$ cat config.mk
export PLATFORM = sky130hd
export DESIGN_NAME = axis_s_fifo
export DESIGN_NICKNAME = d
export VERILOG_FILES = /design/src/rtl/axis_pkg.sv /design/src/rtl/axis_s_fifo_mem.sv /design/src/rtl/axis_s_fifo.sv
export SDC_FILE = /design/constraint.sdc
export NUM_CORES = 1
export LEC_CHECK = 0
export ABC_AREA = 1
export BUFFER_PORTS_ARGS = -buffer_cell sky130_fd_sc_hd__buf_2
export CAP_MARGIN = 40
export CORE_MARGIN = 2
export CORE_UTILIZATION = 35
export CTS_BUF_LIST = sky130_fd_sc_hd__clkbuf_8
export CTS_CLUSTER_SIZE = 28
export DETAILED_ROUTE_END_ITERATION = 7
export HOLD_SLACK_MARGIN = 0.08
export PLACE_DENSITY = 0.59
export REMOVE_ABC_BUFFERS = 1
export SLEW_MARGIN = 20
export SYNTH_ARGS = -nofsm -noshare
export SYNTH_HDL_FRONTEND = slang
export SYNTH_SLANG_ARGS = --single-unit
export TNS_END_PERCENT = 5
$ cat constraint.sdc
create_clock -name clk -period 3.3 [get_ports clk]
set_input_delay 0.33 -clock clk [delete_from_list [all_inputs] [get_ports clk]]
set_output_delay 0.33 -clock clk [all_outputs]
set_load 0.02 [all_outputs]
$ cat src/rtl/axis_pkg.sv
// Shared types and width helpers for the AXI-Stream slave FIFO.
package axis_pkg;

    localparam int AXIS_DEF_WIDTH  = 32;
    localparam int AXIS_DEF_USER_W = 1;

    // Reference beat layout {last, user, data}; modules rebuild it at their own widths.
    typedef struct packed {
        logic                       last;
        logic [AXIS_DEF_USER_W-1:0] user;
        logic [AXIS_DEF_WIDTH-1:0]  data;
    } axis_beat_t;

    function automatic int clog2_p1(input int n);
        return $clog2(n + 1);
    endfunction

    function automatic int beat_w(input int width, input int user_w);
        return width + user_w + 1;
    endfunction

endpackage

$ cat src/rtl/axis_s_fifo_mem.sv
// Beat storage for axis_s_fifo: synchronous write, asynchronous read, no reset.
module axis_s_fifo_mem #(
    parameter int DEPTH = 8,
    parameter int W     = 34,
    localparam int AW   = $clog2(DEPTH)
) (
    input  logic          clk,
    input  logic          we,
    input  logic [AW-1:0] waddr,
    input  logic [W-1:0]  wdata,
    input  logic [AW-1:0] raddr,
    output logic [W-1:0]  rdata
);

    logic [W-1:0] mem [DEPTH];

    always_ff @(posedge clk) begin
        if (we) begin
            mem[waddr] <= wdata;
        end
    end

    assign rdata = mem[raddr];

endmodule

$ cat src/rtl/axis_s_fifo.sv
// AXI-Stream slave FIFO with first-word-fall-through output, occupancy and almost-full.
// Define AXIS_S_PKT_MODE_EN for store-and-forward packet mode.
module axis_s_fifo
    import axis_pkg::*;
#(
    parameter int WIDTH     = 32,
    parameter int USER_W    = 1,
    parameter int DEPTH     = 8,
    parameter int AF_THRESH = DEPTH - 2,
    localparam int CW       = clog2_p1(DEPTH)
) (
    input  logic              clk,
    input  logic              rst_n,
    input  logic [WIDTH-1:0]  s_axis_tdata,
    input  logic [USER_W-1:0] s_axis_tuser,
    input  logic              s_axis_tvalid,
    output logic              s_axis_tready,
    input  logic              s_axis_tlast,
    input  logic              ready,
    output logic              valid_out,
    output logic [WIDTH-1:0]  data_out,
    output logic [USER_W-1:0] user_out,
    output logic              last_out,
    output logic [CW-1:0]     count,
    output logic              al_full,
    output logic [CW-1:0]     pkt_cnt
);

    localparam int AW = $clog2(DEPTH);
    localparam int BW = beat_w(WIDTH, USER_W);
    localparam logic [CW-1:0] FULL_CNT = CW'(DEPTH);

    typedef struct packed {
        logic              last;
        logic [USER_W-1:0] user;
        logic [WIDTH-1:0]  data;
    } beat_t;

    logic [AW-1:0] wr_ptr;
    logic [AW-1:0] rd_ptr;
    logic          rdy_en;
    logic          full;
    logic          has_data;
    logic          push;
    logic          pop;
    beat_t         wr_beat;
    beat_t         head;
    logic [BW-1:0] rd_word;

    assign full          = (count == FULL_CNT);
    assign has_data      = (count != '0);
    // tready depends only on registered state, never on downstream ready.
    assign s_axis_tready = rdy_en & ~full;
    assign push          = s_axis_tvalid & s_axis_tready;
    assign pop           = valid_out & ready;
    assign al_full       = (int'(count) >= AF_THRESH);

    assign wr_beat.last = s_axis_tlast;
    assign wr_beat.user = s_axis_tuser;
    assign wr_beat.data = s_axis_tdata;

    axis_s_fifo_mem #(
        .DEPTH (DEPTH),
        .W     (BW)
    ) u_mem (
        .clk   (clk),
        .we    (push),
        .waddr (wr_ptr),
        .wdata (wr_beat),
        .raddr (rd_ptr),
        .rdata (rd_word)
    );

    assign head     = beat_t'(rd_word);
    assign data_out = head.data;
    assign user_out = head.user;
    assign last_out = head.last;

    always_ff @(posedge clk or negedge rst_n) begin
        if (!rst_n) begin
            wr_ptr <= '0;
            rd_ptr <= '0;
            count  <= '0;
            rdy_en <= 1'b0;
        end else begin
            rdy_en <= 1'b1;
            if (push) begin
                wr_ptr <= wr_ptr + AW'(1);
            end
            if (pop) begin
                rd_ptr <= rd_ptr + AW'(1);
            end
            unique case ({push, pop})
                2'b10:   count <= count + CW'(1);
                2'b01:   count <= count - CW'(1);
                default: count <= count;
            endcase
        end
    end

`ifdef AXIS_S_PKT_MODE_EN
    logic [CW-1:0] pkt_cnt_q;
    logic          pkt_in;
    logic          pkt_out;

    assign pkt_in  = push & s_axis_tlast;
    assign pkt_out = pop & last_out;

    always_ff @(posedge clk or negedge rst_n) begin
        if (!rst_n) begin
            pkt_cnt_q <= '0;
        end else begin
            unique case ({pkt_in, pkt_out})
                2'b10:   pkt_cnt_q <= pkt_cnt_q + CW'(1);
                2'b01:   pkt_cnt_q <= pkt_cnt_q - CW'(1);
                default: pkt_cnt_q <= pkt_cnt_q;
            endcase
        end
    end

    assign pkt_cnt = pkt_cnt_q;
    // A full buffer with no complete packet releases beats so oversize packets cannot deadlock.
    assign valid_out = has_data & ((pkt_cnt_q != '0) | full);
`else
    assign pkt_cnt   = '0;
    assign valid_out = has_data;
`endif

endmodule
==> summary.md, run 1 <==
| Metric | Value |
|---|---|
| Status | complete, no violations |
| Buffers & Inverters on Critical Path | 3 |
| Die Y | 185.9 um |
| RSZ-0062 raised after global routing | false |
| Pwr/cell area | between 800 and 900 nW/um^2 |
| Crit. End Element | primary output |
| Core footprint | 32540 um^2 |
| Pleak | roughly 5.2 nW |
| Most common library cell in the layout ignoring fill and taps | nand2_1 |
| Mapped Area | 11580 um^2 |
| Share of cells above drive strength 1 | 14.77% |
| Die area | 34570 um^2 |
| Kind of critical path | reg -> out |
| Crit. Startpoint | rd_ptr[0]$_DFFE_PN0P_ |
| Die width | 185.9 um |
| Routing usage on met2 | approximately 25% |
| Peak VDD IR | 0.0005082 V |
| Final WL | 25660 um |
| Global route overflow | 0 |
| Dpl hpwl | 13470 um |
| Most frequent cells in the layout | nand2_1 (397), edfxtp_1 (272), buf_2 (78) |
| First-pass GRT wire length | roughly 40000 um |
| Fmax | 0.3691 GHz |
| CP max stage delay | 490 ps |
| Gate Count Post-Synth | 994 |
| Worst Max-Slew Pin Slew | 629.3 ps |
| Hold Violations, Final | 0 |
| CTS tree | yes |
| Root Driver | clkbuf_8 |
| CP Data Arrival Time | ~2400 ps |
| Met1 Usage GRT | between 20% and 30% |
| Setup bufs post-CTS | 0 |
| CTS H-tree lvls | 2 |
| Worst Path Required | 2970 ps |
| Crit share post-route | 82.10% |
| Post-synthesis area per instance | 11.65 um^2 |
| Worst-path clk slew | 60 ps |
| Yosys reg bits | 283 |
| Most common cell type on the critical path | nand2_1 |
| Flop2flop setup slack | 1030 ps |
| Starting Density | 35.61% |
| GR Layer Usage met3 | under 10% |
| Register area share after synthesis | between 70% and 80% |
| Worst path slowest cell | dfrtp_4 |
| Yosys cell types | 30 |
| Worst Setup Start Kind | flip-flop |
| CTS Sinks | 283 |
| DRC errors left | 0 |
| First DRT Iteration DRCs | 491 |
| Slew Viols, Final | 0 |
| Drt pass-1 iters | 5 |
| Vias in the first global route | 7408 |
| Via density | about 4.7 |
| Worst-skew pair later-pin latency | 550 ps |
| # setup viols final | 0 |
| Cell Area, Placed | 12430 um^2 |
| Most used routing layer | met2 |
| Hold Crit Class | in -> async |
| Crit-path cells | inv_4, buf_12, nand2_1, nand2_1, nand2_1, o21ai_1, nand2_1, nand2_1, buf_2 |
| Largest net degree at the start of global routing | 82 |
| Num CTS Buffers | 45 |
| Wire length per cell | 16.03 um |
| Row count | 66 |
| Core Util, Final | 41.90% |
| CP top delay family | buffers and inverters |
| Crit path max fanout | 58 |
| Filler Cells Inserted | 3110 |
| Design Area, Final | 13630 um^2 |
| Layout Nets | 1168 |
| GP Congestion | 0.7160 |
| Reg-to-Reg Start | count[0]$_DFFE_PN0P_ |
| Tmin final | 2709 ps |
| Synth warn | 0 |
| Slew margin rel. | 58.04% |
| Syn-to-layout area delta | 17.67% |
| Initial antenna violation count | 1 |
| Max_cap viols | 0 |
| Routed vias | roughly 7500 |
| Tot GR Track Use | between 10% and 20% |
| Final clock skew | 21.72 ps |
| DP Worst Slack | 1055 ps |
| Post-DRT Antenna Nets | 0 |
| Worst setup slack after layout | 590.8 ps |
| IO buf count | 78 |
| Clock Path Buffers | 3 |
| I/O pin count | 83 |
## flip-flops by register name, indices dropped and copies added (netlist names)
| name | flops |
|---|---|
| rd_ptr | 3 |
| count | 4 |
| u_mem.mem | 272 |
| rdy_en | 1 |
| wr_ptr | 3 |
## worst paths after layout
kind | endpoint | cells after the start
setup / recovery | data_out[13] | 9
hold / removal | rd_ptr[2]$_DFFE_PN0P_ | 2
setup reg to reg | count[3]$_DFFE_PN0P_ | 10
hold reg to reg | wr_ptr[0]$_DFFE_PN0P_ | 2
max in group asynchronous | rd_ptr[0]$_DFFE_PN0P_ | 2
min in group clk | rd_ptr[2]$_DFFE_PN0P_ | 3
## cell usage after synthesis, drive strengths merged
| cell | number | area [um^2] |
|---|---|---|
| fa | 1 | 20.02 |
| nand3 | 5 | 30.03 |
| a21oi | 1 | 5.000 |
| nor3 | 4 | 20.02 |
| nand2 | 397 | 1490 |
| or2 | 1 | 6.260 |
| clkinv | 2 | 8.750 |
| nor2 | 74 | 277.8 |
| ha | 5 | 62.56 |
| xor2 | 4 | 35.03 |
| nand4 | 3 | 18.77 |
| buf | 40 | 317.8 |
| clkbuf | 16 | 60.06 |
| inv | 11 | 43.79 |
| conb | 2 | 7.510 |
| o21ai | 141 | 705.7 |
| dfrtp | 11 | 275.3 |
| and2 | 1 | 6.260 |
| edfxtp | 272 | 8168 |
| xnor2 | 3 | 26.28 |
## logic make-up (layout without fill, tap and decap cells)
group	count (synthesis)	after routing	share of synthesized area, %
DFF	283	283	72.88
AOI/OAI and AO/OA	142	142	6.135
and+or+nand+nor	485	485	15.96
other	2	6	0.06483
xor gates and xnor gates	7	7	0.5292
adders and majority gates	6	6	0.7128
buffers and inverters	69	230	3.715
## final cells by class
type                            instances  area [um^2]  share of cell area (%)
Clock inverter                         33        137.6                   1.010
Sequential cell                       283         8449                   61.98
Timing Repair Buffer                  136         1003                   7.361
Tap cell                              442        553.0                   4.057
Clock buffer                           48        660.6                   4.846
Multi-Input combinational cell        645         2773                   20.34
Antenna cell                            1        2.502                 0.01836
Inverter                               13        52.55                  0.3855
## power by group
group	switching (mW)	total, mW	leakage, nW	internal, mW
Combinational	3.00	4.31	2.17	1.30
Clock	1.32	2.66	0.455	1.34
Sequential	0.113	4.36	2.59	4.25
Total	4.44	11.3	5.21	6.89
## worst register-to-register path, cell delays in order, from the launching register on
cell     delay [ps]
dfrtp_1         440
nor2_1          150
nand3_1         190
nand3_2         240
ha_1            320
ha_1            330
or2_0           230
nand2_1          60
nand2_1          40
nand3_1          90
nand2_1          60
## timing repair
| item | in CTS | in global routing |
|---|---|---|
| setup endpoints to repair | 0 | 0 |
| hold buffers | 36 | 0 |
| gates resized for setup | 0 | 0 |
| hold endpoints to repair | 274 | 0 |
## through the flow
stage	TNS (ps)	total power, mW	instances	hold WS [ps]
2_1_floorplan	-80340	7.141	941	34.41
3_5_place_dp	0	8.719	1481	229.0
3_3_place_gp	0	8.641	1479	229.5
6_report	0	11.33	1601	180.3
4_1_cts	0	11.43	1598	146.9
5_1_grt	0	12.13	1601	171.6
## per-layer routing
layer  wire length [um]  part of all wire (%)
met5                  0                     0
met4                453                   1.8
met3               1328                   5.2
met2              11850                    46
met1              12030                    47
Power figures use the tool's default switching activity.
==> inputs of run 2 (changes only) <==
- PLACE_DENSITY: 0.59 -> 0.57
- clock period: 3.3 -> 2.7 ns (I/O delays scaled with it)
==> summary.md, run 2 (synthesized netlist as in run 1, its figures left out) <==
| Metric | Value |
|---|---|
| CTS tree | yes |
| I/O pin count | 83 |
| Top Registers | u_mem.mem: 272 flops, count: 4 flops |
| Pleak | 5.283 nW |
| First DRT Iteration DRCs | between 400 and 500 |
| CP max stage delay | 460 ps |
| CP top delay family | buffers and inverters |
| Worst path slowest cell | dfrtp_4 |
| Most common library cell in the layout ignoring fill and taps | nand2_1 |
| Non-Filler Instances | approximately 1600 |
| Routed vias | 7407 |
| Reg-to-Reg Start | count[0]$_DFFE_PN0P_ |
| Core footprint | between 30000 and 40000 um^2 |
| Tmin final | 2489 ps |
| Crit share post-route | ~90% |
| DP Worst Slack | 503.2 ps |
| Dpl hpwl | about 13000 um |
| Design Area, Final | 13750 um^2 |
| # setup viols final | 0 |
| Reg power frac | 38.2% |
| Flop2flop setup slack | ~450 ps |
| Die Y | around 190 um |
| Hold Violations, Final | 0 |
| Starting Density | a little over a third |
| Core Util, Final | 42.27% |
| Most common cell type on the critical path | nand2_1 |
| Diode count | 0 |
| Global route overflow | 0 |
| Drt pass-1 iters | 5 |
| Final clock skew | 20.96 ps |
| DRC errors left | 0 |
| Worst-path clk slew | 60 ps |
| Switching power | about 5.4 mW |
| Peak VDD IR | 0.0008425 V |
| Kind of critical path | reg -> out |
| Gate power share | 37.4% |
| Most frequent cells in the layout | nand2_1 (397), edfxtp_1 (272), buf_2 (78) |
| Most flops, register | u_mem.mem |
| IO buf count | 78 |
| Num CTS Buffers | 47 |
| GP Congestion | 0.7804 |
| Post-Route Setup TNS | 0 ps |
| Crit-path cells | buf_16, o21ai_0, o21ai_1, nand2_1, nand2_1, buf_2 |
| Reg2Reg Depth | 10 |
| Clock Path Buffers | 3 |
| Via density | 4.621 |
| Syn-to-layout area delta | 18.73% |
| Slew margin rel. | 60.28% |
| Hold Crit Class | in -> async |
| Root Driver | clkbuf_8 |
| Initial antenna violation count | 0 |
| Fmax | ~0.4 GHz |
| First-pass GRT wire length | roughly 40000 um |
| Worst Max-Slew Pin Slew | 595.8 ps |
| CTS Sinks | 283 |
| Cell Area, Placed | 12510 um^2 |
| Post-Place Cells | approximately 1500 |
| Internal | 8.585 mW |
| Largest net degree at the start of global routing | 138 |
| Vias in the first global route | 7154 |
| Final WL | 25800 um |
| Largest register FFs | 272 |
| Worst setup slack after layout | 211.0 ps |
| Layout Nets | between 1000 and 1500 |
| Slew Viols, Final | 0 |
| R2R Path End | count[3]$_DFFE_PN0P_ |
| RSZ-0062 raised after global routing | false |
| Status | complete, no violations |
| Clock power frac | 24.4% |
| Row count | between 60 and 70 |
| CTS H-tree lvls | 2 |
| Worst Path Required | 2430 ps |
| Tot GR Track Use | 15.21% |
| FF/Latch Area | 8449 um^2 |
| Buffers & Inverters on Critical Path | 2 |
| Filler Cells Inserted | 3115 |
| Wire length per cell | 16.09 um |
| CP Data Arrival Time | 2220 ps |
| Post-DRT Antenna Nets | 0 |
| Crit. Startpoint | rd_ptr[0]$_DFFE_PN0P_ |
| Hold_ws | 128.5 ps |
| Final Total Pwr | approximately 14 mW |
| Worst Setup Start Kind | flip-flop |
| Worst-skew pair later-pin latency | 550 ps |
| Crit. End Element | primary output |
| Max_cap viols | 0 |
| Multi-input logic area | 2773 um^2 |
| Sw Ratio | 38.61% |
| Die width | 185.9 um |
| Share of cells above drive strength 1 | about 15% |
| Pwr/cell area | 1017 nW/um^2 |
| Die area | 34570 um^2 |
| Crit path max fanout | 137 |
run 2: changes by cell type in the layout (fill, tap and decap cells not counted), sizes merged:
cell	delta
buf	-1
dlygate4sd3	+1
clkbuf	+5
clkinv	-7
diode	-1
clkinvlp	-1
inv	+6
run 2: power by group through the flow:
stage	Combinational (mW)	Sequential [mW]	Clock, mW
6_report	5.23	5.34	3.41
5_1_grt	5.92	5.38	3.69
4_1_cts	5.34	5.34	3.49
3_5_place_dp	5.28	5.43	0
3_3_place_gp	5.25	5.41	0
2_1_floorplan	2.98	5.74	0
run 2: area by class of cell:
class / instances / share of cell area (%)
clock buffer: 53 / 5.303
clock inverter: 31 / 0.9552
tap: 442 / 4.021
timing repair buffer: 136 / 7.732
multi-input combinational: 645 / 20.16
sequential: 283 / 61.43
inverter: 13 / 0.4003
run 2: worst max path at each step:
stage,end,slack [ps],cells past startpoint
after floorplan,data_out[0],-1200,7
final,last_out,210,6
after global routing,data_out[0],30,8
after global placement,count[3]$_DFFE_PN0P_,550,10
after CTS,data_out[16],150,9
after detailed placement,count[3]$_DFFE_PN0P_,500,10
run 2: routing by layer:
layer  GRT usage [%]  up-vias  routed length, um
met1           20.43     3531              11620
met5               0        -                  0
met4           4.315        0                394
met3           3.346       37               1486
met2           24.88      188              12290
li1                -     3651                  -
run 2: repair_timing:
| action | CTS | global route |
|---|---|---|
| endpoints found under the setup margin | 0 | 1 |
| resized for setup | 0 | 2 |
| hold buffers | 37 | 0 |
| setup buffers | 0 | 0 |
| endpoints found under the hold margin | 286 | 0 |
==> inputs of run 3 (changes only) <==
- ABC_AREA: 1 -> default
- CELL_PAD_IN_SITES_DETAIL_PLACEMENT: default -> 1
- CELL_PAD_IN_SITES_GLOBAL_PLACEMENT: default -> 2
- PLACE_DENSITY: 0.57 -> 0.67
==> summary.md, run 3 <==
| Metric | Value |
|---|---|
| Top cells by instance count after synthesis | edfxtp_1 (272), mux4_2 (68), mux2_2 (26) |
| Gate Count Post-Synth | 467 |
| Crit. Startpoint | count[2]$_DFFE_PN0P_ |
| CTS H-tree lvls | 2 |
| Buffers & Inverters on Critical Path | 0 |
| Most common library cell in the layout ignoring fill and taps | edfxtp_1 |
| Mapped Area | 10960 um^2 |
| Diode count | 0 |
| FF/Latch Area | around 8500 um^2 |
| Status | complete, no violations |
| Peak VDD IR | between 0.0005 and 0.0006 V |
| Via density | 4.938 |
| Hold Crit Class | in -> async |
| Die width | roughly 180 um |
| Post-Place Cells | 948 |
| Most frequent cells in the layout | edfxtp_1 (272), buf_2 (78), mux4_2 (68) |
| Yosys cell types | 37 |
| Most common cell in the synthesized netlist | edfxtp_1 |
| Clock power frac | 27.5% |
| CP max stage delay | 690 ps |
| Root Driver | clkbuf_8 |
| Core Util, Final | 44.18% |
| Largest net degree at the start of global routing | 35 |
| Ranking of synthesized cells by area | edfxtp_1 (75%), mux4_2 (14%), mux2_2 (2.7%), dfrtp_1 (2.5%), mux2_4 (1.4%) |
| Crit path max fanout | 6 |
| Reg power frac | 39.2% |
| I/O pin count | 83 |
| DRC errors left | 0 |
| Internal | 9.834 mW |
| Fmax | 0.3759 GHz |
| Dpl hpwl | 13380 um |
| Worst path slowest cell | or4b_2 |
| Drt pass-1 iters | 4 |
| Tmin final | 2660 ps |
| Worst Max-Slew Pin Slew | 759.3 ps |
| Die area | around 33000 um^2 |
| CTS tree | yes |
| Share of cells above drive strength 1 | 44.92% |
| Worst Setup Start Kind | flip-flop |
| Wire length per cell | 21.84 um |
| CTS Sinks | 283 |
| Crit share post-route | 98.53% |
| GP Congestion | between 0.7 and 0.8 |
| Worst-skew pair later-pin latency | 530 ps |
| Largest register FFs | between 200 and 300 |
| Kind of critical path | reg -> reg |
| Layout Nets | around 690 |
| Sw Ratio | 30.73% |
| Clock Path Buffers | 3 |
| Yosys reg bits | 283 |
| IO buf count | between 70 and 80 |
| Vias in the first global route | 5799 |
| Post-DRT Antenna Nets | 0 |
| Hold Violations, Final | 0 |
| CP Data Arrival Time | 3050 ps |
| Syn-to-layout area delta | 23.91% |
| Gate power share | 33.3% |
| Multi-input logic area | 2444 um^2 |
| Register area share after synthesis | 77.01% |
| Non-Filler Instances | 1075 |
| Top Registers | u_mem.mem: 272 flops, count: 4 flops |
| Ys async rst share | 3.887% |
| Die Y | about 180 um |
| Max_cap viols | 0 |
| # setup viols final | 0 |
| Final WL | 23480 um |
| Post-synth EDFFs | 272 |
| First DRT Iteration DRCs | 446 |
| Worst-path clk slew | 60 ps |
| Crit-path cells | or4b_1, nand3_2, ha_2, ha_4, or4b_2, o311ai_2, o211ai_1 |
| Global route overflow | 0 |
| Crit. End Element | flip-flop |
| Post-synth top area share | approximately 75% |
| Switching power | roughly 4.4 mW |
| Slew margin rel. | between 40% and 50% |
| Core footprint | 30750 um^2 |
| Tot GR Track Use | 14.49% |
| Pwr/cell area | around 1000 nW/um^2 |
| Filler Cells Inserted | 2926 |
| Final clock skew | 10.81 ps |
| CP top delay family | simple AND/OR/NAND/NOR gates |
| First-pass GRT wire length | around 36000 um |
| Post-synthesis area per instance | between 20 and 25 um^2 |
| Worst Path Required | 3090 ps |
| Row count | 64 |
| Top_reg_cell synth | edfxtp_1 |
| Most flops, register | u_mem.mem |
| Synth warn | 0 |
| Initial antenna violation count | 0 |
| Reg-to-Reg Start | count[2]$_DFFE_PN0P_ |
| Num CTS Buffers | 45 |
| Slew Viols, Final | 0 |
| Pleak | 4.595 nW |
| Routed vias | between 5000 and 6000 |
| Yosys top cell by area | edfxtp_1 |
| Starting Density | 35.65% |
==> run 3: cell types whose count changed after synthesis, moves of 10 or more <==
cell,change
mux2_2,+26
nor2_1,-68
o21ai_0,-70
mux2_4,+10
o21ai_1,-70
nand2_1,-394
mux4_2,+68
==> run 3: layout make-up <==
| cell class | instances | area share [%] |
|---|---|---|
| Sequential cell | 283 | 62.24 |
| Multi-Input combinational cell | 157 | 17.99 |
| Timing Repair Buffer | 153 | 8.916 |
| Clock buffer | 45 | 4.559 |
| Tap cell | 396 | 3.647 |
| Clock inverter | 36 | 2.515 |
| Inverter | 5 | 0.1382 |
==> run 3: worst reg2reg max path: cells and delay by family, from the launching register on <==
kind / cells / cell delay [ps]
fa+ha+maj: 2 / 440
flops: 1 / 450
compound gates: 2 / 260
simple gates: 3 / 1370
==> run 3: final timing paths <==
kind | to | slack, ps | cells past startpoint
worst max-delay path | count[3]$_DFFE_PN0P_ | 40 | 7
worst min-delay path | wr_ptr[2]$_DFFE_PN0P_ | 150 | 2
worst max register to register | count[3]$_DFFE_PN0P_ | 40 | 7
worst min register to register | wr_ptr[0]$_DFFE_PN0P_ | 530 | 1
max in group asynchronous | rd_ptr[1]$_DFFE_PN0P_ | 2310 | 2
min in group clk | wr_ptr[0]$_DFFE_PN0P_ | 530 | 1
==> run 3: kinds of logic (layout without fill, tap and decap cells) <==
group | after synthesis | count (layout) | synth area share, %
compound gates | 7 | 7 | 0.4565
fa+ha+maj | 6 | 6 | 0.7533
xor+xnor | 6 | 6 | 0.4793
buf+inv | 30 | 239 | 1.621
other cells | 2 | 5 | 0.06850
mux | 106 | 106 | 18.20
simple gates | 27 | 27 | 1.404
flops | 283 | 283 | 77.01
==> run 3: repair_timing <==
item                                   4_1_cts  5_1_grt
resized for setup                            0        9
endpoints found under the hold margin      285        0
buffers inserted                             3        6
hold buffers                                37        0
pin swaps                                    0        2
setup endpoints to repair                   21        1
==> run 3: power groups by stage <==
stage | sequential, mW | clock (mW) | combinational (mW)
floorplan | 5.92 | 0 | 2.75
global placement | 5.69 | 0 | 4.44
detailed placement | 5.73 | 0 | 4.50
CTS | 5.57 | 4.01 | 4.73
global route | 5.60 | 4.21 | 5.08
finish | 5.56 | 3.91 | 4.73
==> run 3: stage by stage <==
stage	worst slack (ps)	setup TNS, ps	hold WS [ps]	power, mW	instance area, um^2
2_1_floorplan	-1297	-137310	-25.59	8.664	10820
3_3_place_gp	99.80	0	156.3	10.13	12100
3_5_place_dp	34.85	0	159.0	10.23	12130
4_1_cts	24.00	0	110.9	14.31	13500
5_1_grt	-9.487	-9.487	121.0	14.89	13580
6_report	39.74	0	149.0	14.20	13580
==> run 3: routing by layer <==
layer / share of wire, % / GRT usage (%) / wire (um) / vias to the layer above
li1: - / - / - / 2323
met1: 44 / 19.54 / 10380 / 2799
met2: 49 / 23.65 / 11490 / 143
met3: 4.8 / 3.346 / 1131 / 43
met4: 2.0 / 4.228 / 478 / 0
met5: 0 / 0 / 0 / -
